$ cat config.mk
export PLATFORM = sky130hd
export DESIGN_NAME = shared_mem_ctrl
export DESIGN_NICKNAME = d
export VERILOG_FILES = /design/src/rtl/mem_pkg.sv /design/src/rtl/mem_port_arbiter.sv /design/src/rtl/shared_mem_ctrl.sv
export SDC_FILE = /design/constraint.sdc
export NUM_CORES = 2
export LEC_CHECK = 0
export ABC_AREA = 1
export CORE_MARGIN = 5
export CORE_UTILIZATION = 40
export CTS_CLUSTER_SIZE = 16
export DETAILED_ROUTE_END_ITERATION = 12
export HOLD_SLACK_MARGIN = 0.05
export MAX_ROUTING_LAYER = met4
export PLACE_DENSITY_LB_ADDON = 0.3
export SYNTH_ARGS = -nofsm -noshare
export SYNTH_HDL_FRONTEND = slang
export SYNTH_HIERARCHICAL = 1
export SYNTH_SLANG_ARGS = --single-unit
$ cat constraint.sdc
create_clock -name clk -period 10.37 [get_ports clk]
set_clock_uncertainty 0.05 [all_clocks]
set_input_delay 2.5925 -clock clk [delete_from_list [all_inputs] [get_ports clk]]
set_output_delay 2.5925 -clock clk [all_outputs]
set_load 0.01 [all_outputs]
$ cat src/rtl/mem_pkg.sv
// Shared definitions for the shared-memory controller: storage geometry,
// controller FSM states and the latched operation type.
package mem_pkg;

  localparam int MEM_ADDR_W = 6;
  localparam int MEM_DATA_W = 32;
  localparam int MEM_DEPTH  = 64;

  typedef enum logic [1:0] {
    IDLE,
    ACCESS,
    RESP,
    RECOVER
  } state_t;

  typedef enum logic {
    OP_RD,
    OP_WR
  } op_t;

  // A port is requesting only when selected and strobing an operation.
  function automatic logic is_request(input logic cs, input logic rd, input logic wr);
    return cs & (rd | wr);
  endfunction

endpackage

$ cat src/rtl/mem_port_arbiter.sv
// One-hot arbiter for the shared-memory ports.
// Configuration macro: MEM_RR_ARB_EN
//   defined   -> round-robin; search starts at a pointer that moves to
//                (winner+1) mod N_PORTS on every grant.
//   undefined -> fixed priority, lowest index wins; no pointer state.
module mem_port_arbiter #(
  parameter  int N_PORTS = 2,
  localparam int IDX_W   = (N_PORTS > 1) ? $clog2(N_PORTS) : 1
) (
  input  logic               clk,
  input  logic               reset,
  input  logic [N_PORTS-1:0] i_req,
  input  logic [N_PORTS-1:0] i_mask,
  output logic [N_PORTS-1:0] o_gnt,
  output logic [IDX_W-1:0]   o_idx,
  output logic               o_valid
);

  logic [N_PORTS-1:0] w_eff_req;

  assign w_eff_req = i_req & ~i_mask;
  assign o_valid   = |o_gnt;

`ifdef MEM_RR_ARB_EN

  logic [IDX_W-1:0] r_ptr;

  // Round-robin search: first eligible port at or after the pointer.
  always_comb begin
    int   v_pos;
    logic v_found;
    o_gnt   = '0;
    o_idx   = '0;
    v_pos   = 0;
    v_found = 1'b0;
    for (int k = 0; k < N_PORTS; k++) begin
      v_pos = int'(r_ptr) + k;
      if (v_pos >= N_PORTS) v_pos = v_pos - N_PORTS;
      if (!v_found && w_eff_req[v_pos]) begin
        v_found      = 1'b1;
        o_gnt[v_pos] = 1'b1;
        o_idx        = IDX_W'(v_pos);
      end
    end
  end

  // Pointer moves just past the winner on every issued grant.
  always_ff @(posedge clk or posedge reset) begin
    if (reset) begin
      r_ptr <= '0;
    end else if (o_valid) begin
      r_ptr <= (o_idx == IDX_W'(N_PORTS - 1)) ? '0 : o_idx + 1'b1;
    end
  end

`else

  // Fixed priority: lowest eligible index wins.
  always_comb begin
    logic v_found;
    o_gnt   = '0;
    o_idx   = '0;
    v_found = 1'b0;
    for (int k = 0; k < N_PORTS; k++) begin
      if (!v_found && w_eff_req[k]) begin
        v_found  = 1'b1;
        o_gnt[k] = 1'b1;
        o_idx    = IDX_W'(k);
      end
    end
  end

  // Clock and reset are only needed by the round-robin pointer.
  logic w_unused;
  assign w_unused = &{1'b0, clk, reset};

`endif

endmodule

$ cat src/rtl/shared_mem_ctrl.sv
// Main-memory controller and arbiter for N_PORTS caches. One transaction at a
// time against a 64 x 32-bit block store with a fixed LATENCY access time.
// Configuration macro: MEM_RR_ARB_EN (round-robin arbitration when defined,
// fixed lowest-index priority otherwise).
module shared_mem_ctrl
  import mem_pkg::*;
#(
  parameter  int N_PORTS = 2,
  parameter  int LATENCY = 3,
  localparam int IDX_W   = (N_PORTS > 1) ? $clog2(N_PORTS) : 1,
  localparam int CNT_W   = (LATENCY > 1) ? $clog2(LATENCY) : 1
) (
  input  logic                            clk,
  input  logic                            reset,
  input  logic [N_PORTS-1:0]              mem_cs,
  input  logic [N_PORTS-1:0]              mem_rd,
  input  logic [N_PORTS-1:0]              mem_wr,
  input  logic [MEM_ADDR_W*N_PORTS-1:0]   mem_addr,
  input  logic [MEM_DATA_W*N_PORTS-1:0]   mem_wdata,
  output logic [MEM_DATA_W-1:0]           mem_rdata,
  output logic [N_PORTS-1:0]              mem_ready,
  output logic [N_PORTS-1:0]              mem_gnt
);

  state_t                r_state;
  state_t                w_state_nxt;
  logic [CNT_W-1:0]      r_cnt;
  logic [IDX_W-1:0]      r_idx;
  logic [MEM_ADDR_W-1:0] r_addr;
  logic [MEM_DATA_W-1:0] r_wdata;
  op_t                   r_op;
  logic [N_PORTS-1:0]    r_gnt;
  logic [MEM_DATA_W-1:0] r_rdata;
  logic [MEM_DATA_W-1:0] r_mem [MEM_DEPTH];

  logic [N_PORTS-1:0]    w_req;
  logic [N_PORTS-1:0]    w_arb_req;
  logic [N_PORTS-1:0]    w_mask;
  logic [N_PORTS-1:0]    w_arb_gnt;
  logic [IDX_W-1:0]      w_arb_idx;
  logic                  w_arb_valid;
  logic                  w_commit;
  logic [MEM_ADDR_W-1:0] w_addr_arr  [N_PORTS];
  logic [MEM_DATA_W-1:0] w_wdata_arr [N_PORTS];

  // Unpack the flat per-port buses and qualify requests.
  for (genvar g = 0; g < N_PORTS; g++) begin : g_port
    assign w_addr_arr[g]  = mem_addr[g*MEM_ADDR_W +: MEM_ADDR_W];
    assign w_wdata_arr[g] = mem_wdata[g*MEM_DATA_W +: MEM_DATA_W];
    assign w_req[g]       = is_request(mem_cs[g], mem_rd[g], mem_wr[g]);
  end

  // In RECOVER the just-served port is hidden so a late mem_cs drop is not
  // re-served; arbitration only happens in IDLE and RECOVER.
  always_comb begin
    w_mask = '0;
    if (r_state == RECOVER) w_mask[r_idx] = 1'b1;
    w_arb_req = (r_state == IDLE || r_state == RECOVER) ? w_req : '0;
  end

  mem_port_arbiter #(
    .N_PORTS (N_PORTS)
  ) u_arbiter (
    .clk     (clk),
    .reset   (reset),
    .i_req   (w_arb_req),
    .i_mask  (w_mask),
    .o_gnt   (w_arb_gnt),
    .o_idx   (w_arb_idx),
    .o_valid (w_arb_valid)
  );

  assign w_commit = (r_state == ACCESS) && (r_cnt == '0);

  // State register.
  always_ff @(posedge clk or posedge reset) begin
    // NOTE: sequential state uses non-blocking assignments so every register
    // samples the pre-edge values regardless of block ordering.
    if (reset) r_state <= IDLE;
    else       r_state <= w_state_nxt;
  end

  // Next-state decode and ready pulse.
  always_comb begin
    // NOTE: defaults first so no path leaves an output unassigned (no latch).
    w_state_nxt = r_state;
    mem_ready   = '0;
    unique case (r_state)
      IDLE:    if (w_arb_valid) w_state_nxt = ACCESS;
      ACCESS:  if (r_cnt == '0) w_state_nxt = RESP;
      RESP: begin
        mem_ready[r_idx] = 1'b1;
        w_state_nxt      = RECOVER;
      end
      RECOVER: w_state_nxt = w_arb_valid ? ACCESS : IDLE;
      default: w_state_nxt = IDLE;
    endcase
  end

  // Transaction latches, latency counter, grant and read-data registers.
  always_ff @(posedge clk or posedge reset) begin
    if (reset) begin
      r_cnt   <= '0;
      r_idx   <= '0;
      r_addr  <= '0;
      r_wdata <= '0;
      r_op    <= OP_RD;
      r_gnt   <= '0;
      r_rdata <= '0;
    end else begin
      if (w_arb_valid) begin
        r_idx   <= w_arb_idx;
        r_addr  <= w_addr_arr[w_arb_idx];
        r_wdata <= w_wdata_arr[w_arb_idx];
        r_op    <= mem_wr[w_arb_idx] ? OP_WR : OP_RD;
        r_gnt   <= w_arb_gnt;
        r_cnt   <= CNT_W'(LATENCY - 1);
      end else if (r_state == ACCESS && r_cnt != '0) begin
        r_cnt <= r_cnt - 1'b1;
      end

      if (w_commit) begin
        r_rdata <= (r_op == OP_WR) ? r_wdata : r_mem[r_addr];
      end

      if (r_state == RESP) r_gnt <= '0;
    end
  end

  // Block store write port.
  always_ff @(posedge clk) begin
    // NOTE: the array is deliberately not reset; a reset branch would turn it
    // into thousands of flops instead of a RAM. A reset before the commit edge
    // leaves r_state != ACCESS, so the pending write is dropped.
    if (w_commit && r_op == OP_WR) r_mem[r_addr] <= r_wdata;
  end

  assign mem_rdata = r_rdata;
  assign mem_gnt   = r_gnt;

endmodule

Word-level counts from Yosys, hierarchy flattened --
Memory sizes are Yosys's and may differ from the RTL's. A register that Yosys moved wholly into a read port is not among the register bits. Index checks and enable logic that the tools add are counted.
Word-level totals: register bits after elaboration 46, RAM bits 2048, input bits 84, output and inout bits 36, memories kept 1
Memories:
- r_mem | depth 64, width 32, read ports 1, clocked after Yosys merged registers in 1, write ports 1, RTL line shared_mem_ctrl.sv:34 | logic [MEM_DATA_W-1:0] r_mem [MEM_DEPTH];
Operators by class: add/sub/neg operators 1, magnitude comparators 4, equality and inequality tests 5, multiplexer cells 26, bitwise operators 7, reduce and logical (&&, ||, !) cells 14
Operators by type and width (count):
- 2-to-1 mux 32 bit | 3
- 2-to-1 mux 2 bit | 9
- 2-to-1 mux 6 bit | 3
- 2-to-1 mux 1 bit | 9
- case mux 2 bit (4 select lines) | 1
- nonzero test 2 bit | 3
- logical AND 1 bit | 5
- equality test 2 bit (second input constant) | 2
- logical NOT 2 bit | 2
- less-than comparator 1 x 2 -> 1 bit (second input constant) | 2
- bitwise AND 1 bit | 2
- bitwise AND 2 bit | 1
- equality test 2 x 1 -> 1 bit (second input constant) | 1
- >= comparator 2 bit (second input constant) | 1
- inequality test 2 x 1 -> 1 bit (second input constant) | 1
- inequality test 2 bit (second input constant) | 1
- inverter 1 -> 2 bit | 1
- inverter 2 bit | 1
- bitwise OR 1 bit | 2
- AND reduction 2 bit | 1
- OR reduction 2 bit | 1
- subtractor 2 x 1 -> 2 bit (second input constant) | 1
- demux 1 bit (select 1 bit) | 1
- >= comparator 1 bit (second input constant) | 1
- 2 further kinds | 2

Depth between registers and ports, before layout --
depth after elaboration 15, gate-level depth with buffers 16

Modules after synthesis --
Netlist, hierarchy kept.
By module, submodules not included:
- shared_mem_ctrl | times used 1, cells an instance 8856, area each 89679.8 um2
- mem_port_arbiter | times used 1, cells an instance 9, area each 40.0 um2

Worst setup path after synthesis --
No wires, ideal clock.
path type flip-flop to flip-flop, start register r_state[1], end memory r_mem[40][0] (enable), arrival 4.399 ns, setup slack 5.420 ns, cell stages (with the launch flop) 8, cell sequence dfrtp_1 > inv_1 > ha_1 > nand2_1 > nor2_1 > clkbuf_1 > inv_1 > nor4_1
On the way: longest elaborated chain between the ends 5
Ends and longest elaborated chain:
- start, declared | RTL line shared_mem_ctrl.sv:25 | state_t r_state;
- start signal, assigned | RTL line shared_mem_ctrl.sv:80 | else r_state <= w_state_nxt;
- equality test 2 x 1 -> 1 bit | RTL line shared_mem_ctrl.sv:73 | assign w_commit = (r_state == ACCESS) && (r_cnt == '0);
- logical AND 1 bit | RTL line shared_mem_ctrl.sv:73
- logical AND 1 bit | RTL line shared_mem_ctrl.sv:135 | if (w_commit && r_op == OP_WR) r_mem[r_addr] <= r_wdata;
- 2-to-1 mux 1 bit | RTL line shared_mem_ctrl.sv:135
- 2-to-1 mux 1 bit (implied by the code) | RTL line shared_mem_ctrl.sv:135
- end, declared | RTL line shared_mem_ctrl.sv:34
Every way passes these cells.

==> flow_results.xml <==
<?xml version="1.0" encoding="UTF-8"?>
<metrics>
  <group name="global_route">
    <metric name="global_route.usage.met2" unit="">0.340</metric>
    <metric name="grt_antenna_before_repair" unit="">15</metric>
    <metric name="globalRouteMet3Util" unit="">0.0291</metric>
    <metric name="globalRoute.busiestLayer" unit="">met2</metric>
    <metric name="grt_pass1_wl" unit="mm">380</metric>
    <metric name="first_global_vias" unit="">57800</metric>
    <metric name="pin_count_of_the_biggest_net_entering_global_routing" unit="">198</metric>
    <metric name="grtUsageTotal" unit="">0.222</metric>
    <metric name="grt_util_met1" unit="">0.309</metric>
    <metric name="global_route.overflow_total" unit="">0</metric>
  </group>
  <group name="cts">
    <metric name="cts_buffer_depth" unit="">3</metric>
    <metric name="clock_sink_count" unit="">2126</metric>
    <metric name="cts-resized-gates" unit="">0</metric>
    <metric name="tritoncts_clock_tree" unit="">yes</metric>
    <metric name="cts_inserted_buffers" unit="">215</metric>
    <metric name="root_buffer" unit="">clkbuf_16</metric>
    <metric name="post_cts.repair.setup_buffers" unit="">0</metric>
    <metric name="htree_num_levels" unit="">4</metric>
    <metric name="cts_hold_buffers" unit="">0</metric>
    <metric name="worstSkewPairLatency" unit="ns">0.85</metric>
    <metric name="clk_transition_reported_paths" unit="ns">0.06</metric>
  </group>
  <group name="timing">
    <metric name="worst_pin_slew" unit="ns">1.33</metric>
    <metric name="finalSetupTns" unit="ns">0</metric>
    <metric name="rsz0062_at_grt" unit="">no</metric>
    <metric name="timing_limited_maximum_frequency" unit="MHz">196</metric>
    <metric name="number_of_failing_hold_endpoints_at_the_final_stage" unit="">0</metric>
    <metric name="timing.final.crit_share" unit="">0.491</metric>
    <metric name="final_critical_path_setup_slack" unit="ns">5.28</metric>
    <metric name="timing.final.max_slew_violations" unit="">0</metric>
    <metric name="whs" unit="ns">0.428</metric>
    <metric name="finalSetupViolCount" unit="">0</metric>
    <metric name="min_period" unit="ns">5.09</metric>
    <metric name="worst_slew_margin_rel" unit="">0.112</metric>
  </group>
  <group name="route">
    <metric name="wl_per_cell" unit="um">21.5</metric>
    <metric name="detail_route.wirelength" unit="mm">259</metric>
    <metric name="vias_per_cell" unit="">5.10</metric>
    <metric name="vias" unit="">61500</metric>
    <metric name="detailedRoute.firstIterationViolations" unit="">6916</metric>
    <metric name="post-route-drc-count" unit="">0</metric>
    <metric name="firstDrtPassIters" unit="">6</metric>
    <metric name="antenna_violating_nets_post_route" unit="">0</metric>
  </group>
  <group name="placement">
    <metric name="pre_cts_ws" unit="ns">5.05</metric>
    <metric name="dp_hpwl" unit="mm">137</metric>
    <metric name="port_buffers" unit="">119</metric>
    <metric name="finalWeightedCongestion" unit="">0.833</metric>
  </group>
  <group name="floorplanning">
    <metric name="floorplan.die_area" unit="sq mm">0.234</metric>
    <metric name="die_width" unit="um">484</metric>
    <metric name="chipHeight" unit="um">484</metric>
    <metric name="pin_count" unit="">120</metric>
    <metric name="floorplan.initialDensity" unit="">0.403</metric>
    <metric name="std_cell_rows" unit="">173</metric>
    <metric name="core" unit="sq mm">0.223</metric>
  </group>
  <group name="hold_path">
    <metric name="hold_path_depth" unit="">2</metric>
    <metric name="min_from" unit="">mem_rdata[29]</metric>
    <metric name="holdPathEnd" unit="">mem_rdata[29]</metric>
    <metric name="worstHoldPathType" unit="">register to register</metric>
  </group>
  <group name="synth">
    <metric name="synth_area" unit="sq mm">0.0897</metric>
    <metric name="synth_fp_nets" unit="">8955</metric>
    <metric name="synth_largest_area_cell" unit="">edfxtp_1</metric>
    <metric name="yosys.cell_count.top_type" unit="">nand2_1</metric>
    <metric name="synth_flop_cell" unit="">edfxtp_1</metric>
    <metric name="synth_enable_flop_cells" unit="">2048</metric>
    <metric name="synth-seq-area-share" unit="">0.707</metric>
    <metric name="synth_area_leaders" unit="">edfxtp_1 69%, nand2_1 24%, dfrtp_1 2.2%, buf_2 1.6%, nor2_1 0.83%</metric>
    <metric name="synthDominantCellAreaShare" unit="">0.685</metric>
    <metric name="synth_common_cells" unit="">5767 x nand2_1, 2048 x edfxtp_1, 292 x buf_2</metric>
    <metric name="syn_inst" unit="">8865</metric>
    <metric name="yosys.cell_types.count" unit="">26</metric>
    <metric name="yosysWarningCount" unit="">6</metric>
    <metric name="synth-seq-cells" unit="">2126</metric>
    <metric name="async_flop_share" unit="">0.0367</metric>
    <metric name="syn_area_per_cell" unit="sq um">10.1</metric>
  </group>
  <group name="power">
    <metric name="power_switching_share" unit="">0.399</metric>
    <metric name="combPwrFrac" unit="">0.337</metric>
    <metric name="seq_power_share" unit="">0.405</metric>
    <metric name="overall_power_of_the_completed_layout" unit="uW">28600</metric>
    <metric name="clock_power_frac" unit="">0.258</metric>
    <metric name="pd_cells" unit="mW/mm^2">283</metric>
    <metric name="power.net_switching" unit="uW">11400</metric>
    <metric name="internal-power" unit="uW">17200</metric>
    <metric name="ir_drop" unit="mV">0.323</metric>
    <metric name="power.leakage" unit="uW">0.0417</metric>
  </group>
  <group name="worst_setup_path">
    <metric name="critPathMostFrequentCell" unit="">nand2_1</metric>
    <metric name="reg_to_reg_setup_timing_slack" unit="ns">5.28</metric>
    <metric name="capturing_point_of_the_worst_reg2reg_path" unit="">mem_rdata[20]</metric>
    <metric name="crit_path_top_delay_cell" unit="">buf_4</metric>
    <metric name="worst-setup-path-type" unit="">register to register</metric>
    <metric name="critical_path_arrival" unit="ns">5.81</metric>
    <metric name="cp.buffers_inverters" unit="">4</metric>
    <metric name="crit_fanout" unit="">197</metric>
    <metric name="cp.required" unit="ns">11.09</metric>
    <metric name="timing.critical_path.slowest_cell_delay" unit="ns">0.87</metric>
    <metric name="critical_path.reg2reg.startpoint" unit="">r_addr[0]</metric>
    <metric name="crit_path_start_kind" unit="">register</metric>
    <metric name="timing.reg2reg.worst_path_depth" unit="">16</metric>
    <metric name="timing.critical_path.max_delay_family" unit="">buffers and inverters</metric>
    <metric name="worstSetupEndpointType" unit="">register</metric>
    <metric name="worstPathCellList" unit="">inv_16 &gt; buf_12 &gt; buf_12 &gt; buf_4 &gt; nand2_1 &gt; nand2_1 &gt; nand2_1 &gt; nand2_1 &gt; nand2_1 &gt; nand2_1 &gt; nand2_1 &gt; nand2_1 &gt; nor2_1 &gt; nand3_1 &gt; nand2_1 &gt; nand2_1</metric>
  </group>
  <group name="cells_and_area">
    <metric name="num-fill-cells" unit="">20400</metric>
    <metric name="number_of_nets_in_the_finished_design" unit="">8993</metric>
    <metric name="final_core_area_utilization" unit="">0.453</metric>
    <metric name="layout-drive-gt1-share" unit="">0.0607</metric>
    <metric name="syn_to_final_growth" unit="%">12.5</metric>
    <metric name="seqCellArea" unit="sq mm">0.0635</metric>
    <metric name="multi_input_area" unit="sq mm">0.0242</metric>
  </group>
  <group name="outcome">
    <metric name="outcome" unit="">completed</metric>
  </group>
  <group name="flow_run">
    <metric name="cap_viol_max_count" unit="">0</metric>
  </group>
</metrics>
-- cell type report --
| type | count | area share |
|---|---|---|
| Antenna cell | 6 | 0.000149 |
| Clock buffer | 303 | 0.0582 |
| Clock inverter | 90 | 0.00734 |
| Inverter | 102 | 0.00412 |
| Multi-Input combinational cell | 6184 | 0.240 |
| Sequential cell | 2126 | 0.630 |
| Tap cell | 2975 | 0.0369 |
| Timing Repair Buffer | 274 | 0.0241 |
-- stage by stage --
stage,area (sq um),cells
floorplan,89700,8865
global placement,94300,11700
detailed placement,94300,11700
CTS,101000,12100
global route,101000,12100
finish,101000,12100
-- flip-flops by register name, indices dropped and copies added, names as in the netlist --
register / cells
mem_rdata: 32
r_mem: 2048
mem_gnt: 2
r_addr: 6
r_cnt: 2
r_idx: 1
r_op: 1
r_state: 2
r_wdata: 32
-- layer usage --
metal	part of all wire	vias up
li1	-	28800
met4	0.033	0
met5	0	-
met3	0.085	388
met2	0.45	2627
met1	0.43	29700
-- worst register-to-register path: stages, from the launching register on --
cell and delay (ns):
dfrtp_4 0.79, inv_16 0.59, buf_12 0.65, buf_12 0.72
buf_4 1.14, nand2_1 0.19, nand2_1 0.10, nand2_1 0.05
nand2_1 0.11, nand2_1 0.06, nand2_1 0.10, nand2_1 0.05
nand2_1 0.16, nor2_1 0.06, nand3_1 0.11, nand2_1 0.05
nand2_1 0.05
-- logic make-up after synthesis --
family | after synthesis | synth area share
AND/OR/NAND/NOR | 6036 | 0.254
flip-flops | 2126 | 0.707
buffers and inverters | 555 | 0.0294
AO/OA/AOI/OAI | 142 | 0.00859
adder cells (fa/ha/maj) | 6 | 0.000837
-- power groups by stage --
stage / sequential (uW) / combinational, uW / clock (uW)
after floorplan: 11600 / 5820 / 0
after global placement: 11700 / 9430 / 0
after detailed placement: 11700 / 9530 / 0
after CTS: 11600 / 9580 / 7480
after global routing: 11600 / 10600 / 7860
final: 11600 / 9630 / 7380
-- worst max-delay path by stage --
stage	from	to	slack, ns	depth (start not counted)
final	r_addr[0]	mem_rdata[20]	5.28	16
after global routing	r_addr[0]	mem_rdata[6]	4.82	16
after CTS	r_state[0]	mem_ready[0]	5.33	5
after detailed placement	mem_wr[1]	r_wdata[1]	5.05	9
after global placement	mem_wr[1]	r_wdata[28]	5.00	9
after floorplan	r_state[1]	r_mem[40][0]	5.42	7
-- layout by cell type (no fill, tap or decap), drive strengths merged, types with 40 or more instances in the layout --
cell           instances
nand2               5767
edfxtp              2048
clkbuf               303
nor2                 201
buf                  155
clkdlybuf4s50        119
inv                  106
dfrtp                 78
clkinv                77
o21ai                 56
nand3                 51
a21oi                 42
o22ai                 40
Power figures use the tool's default switching activity.
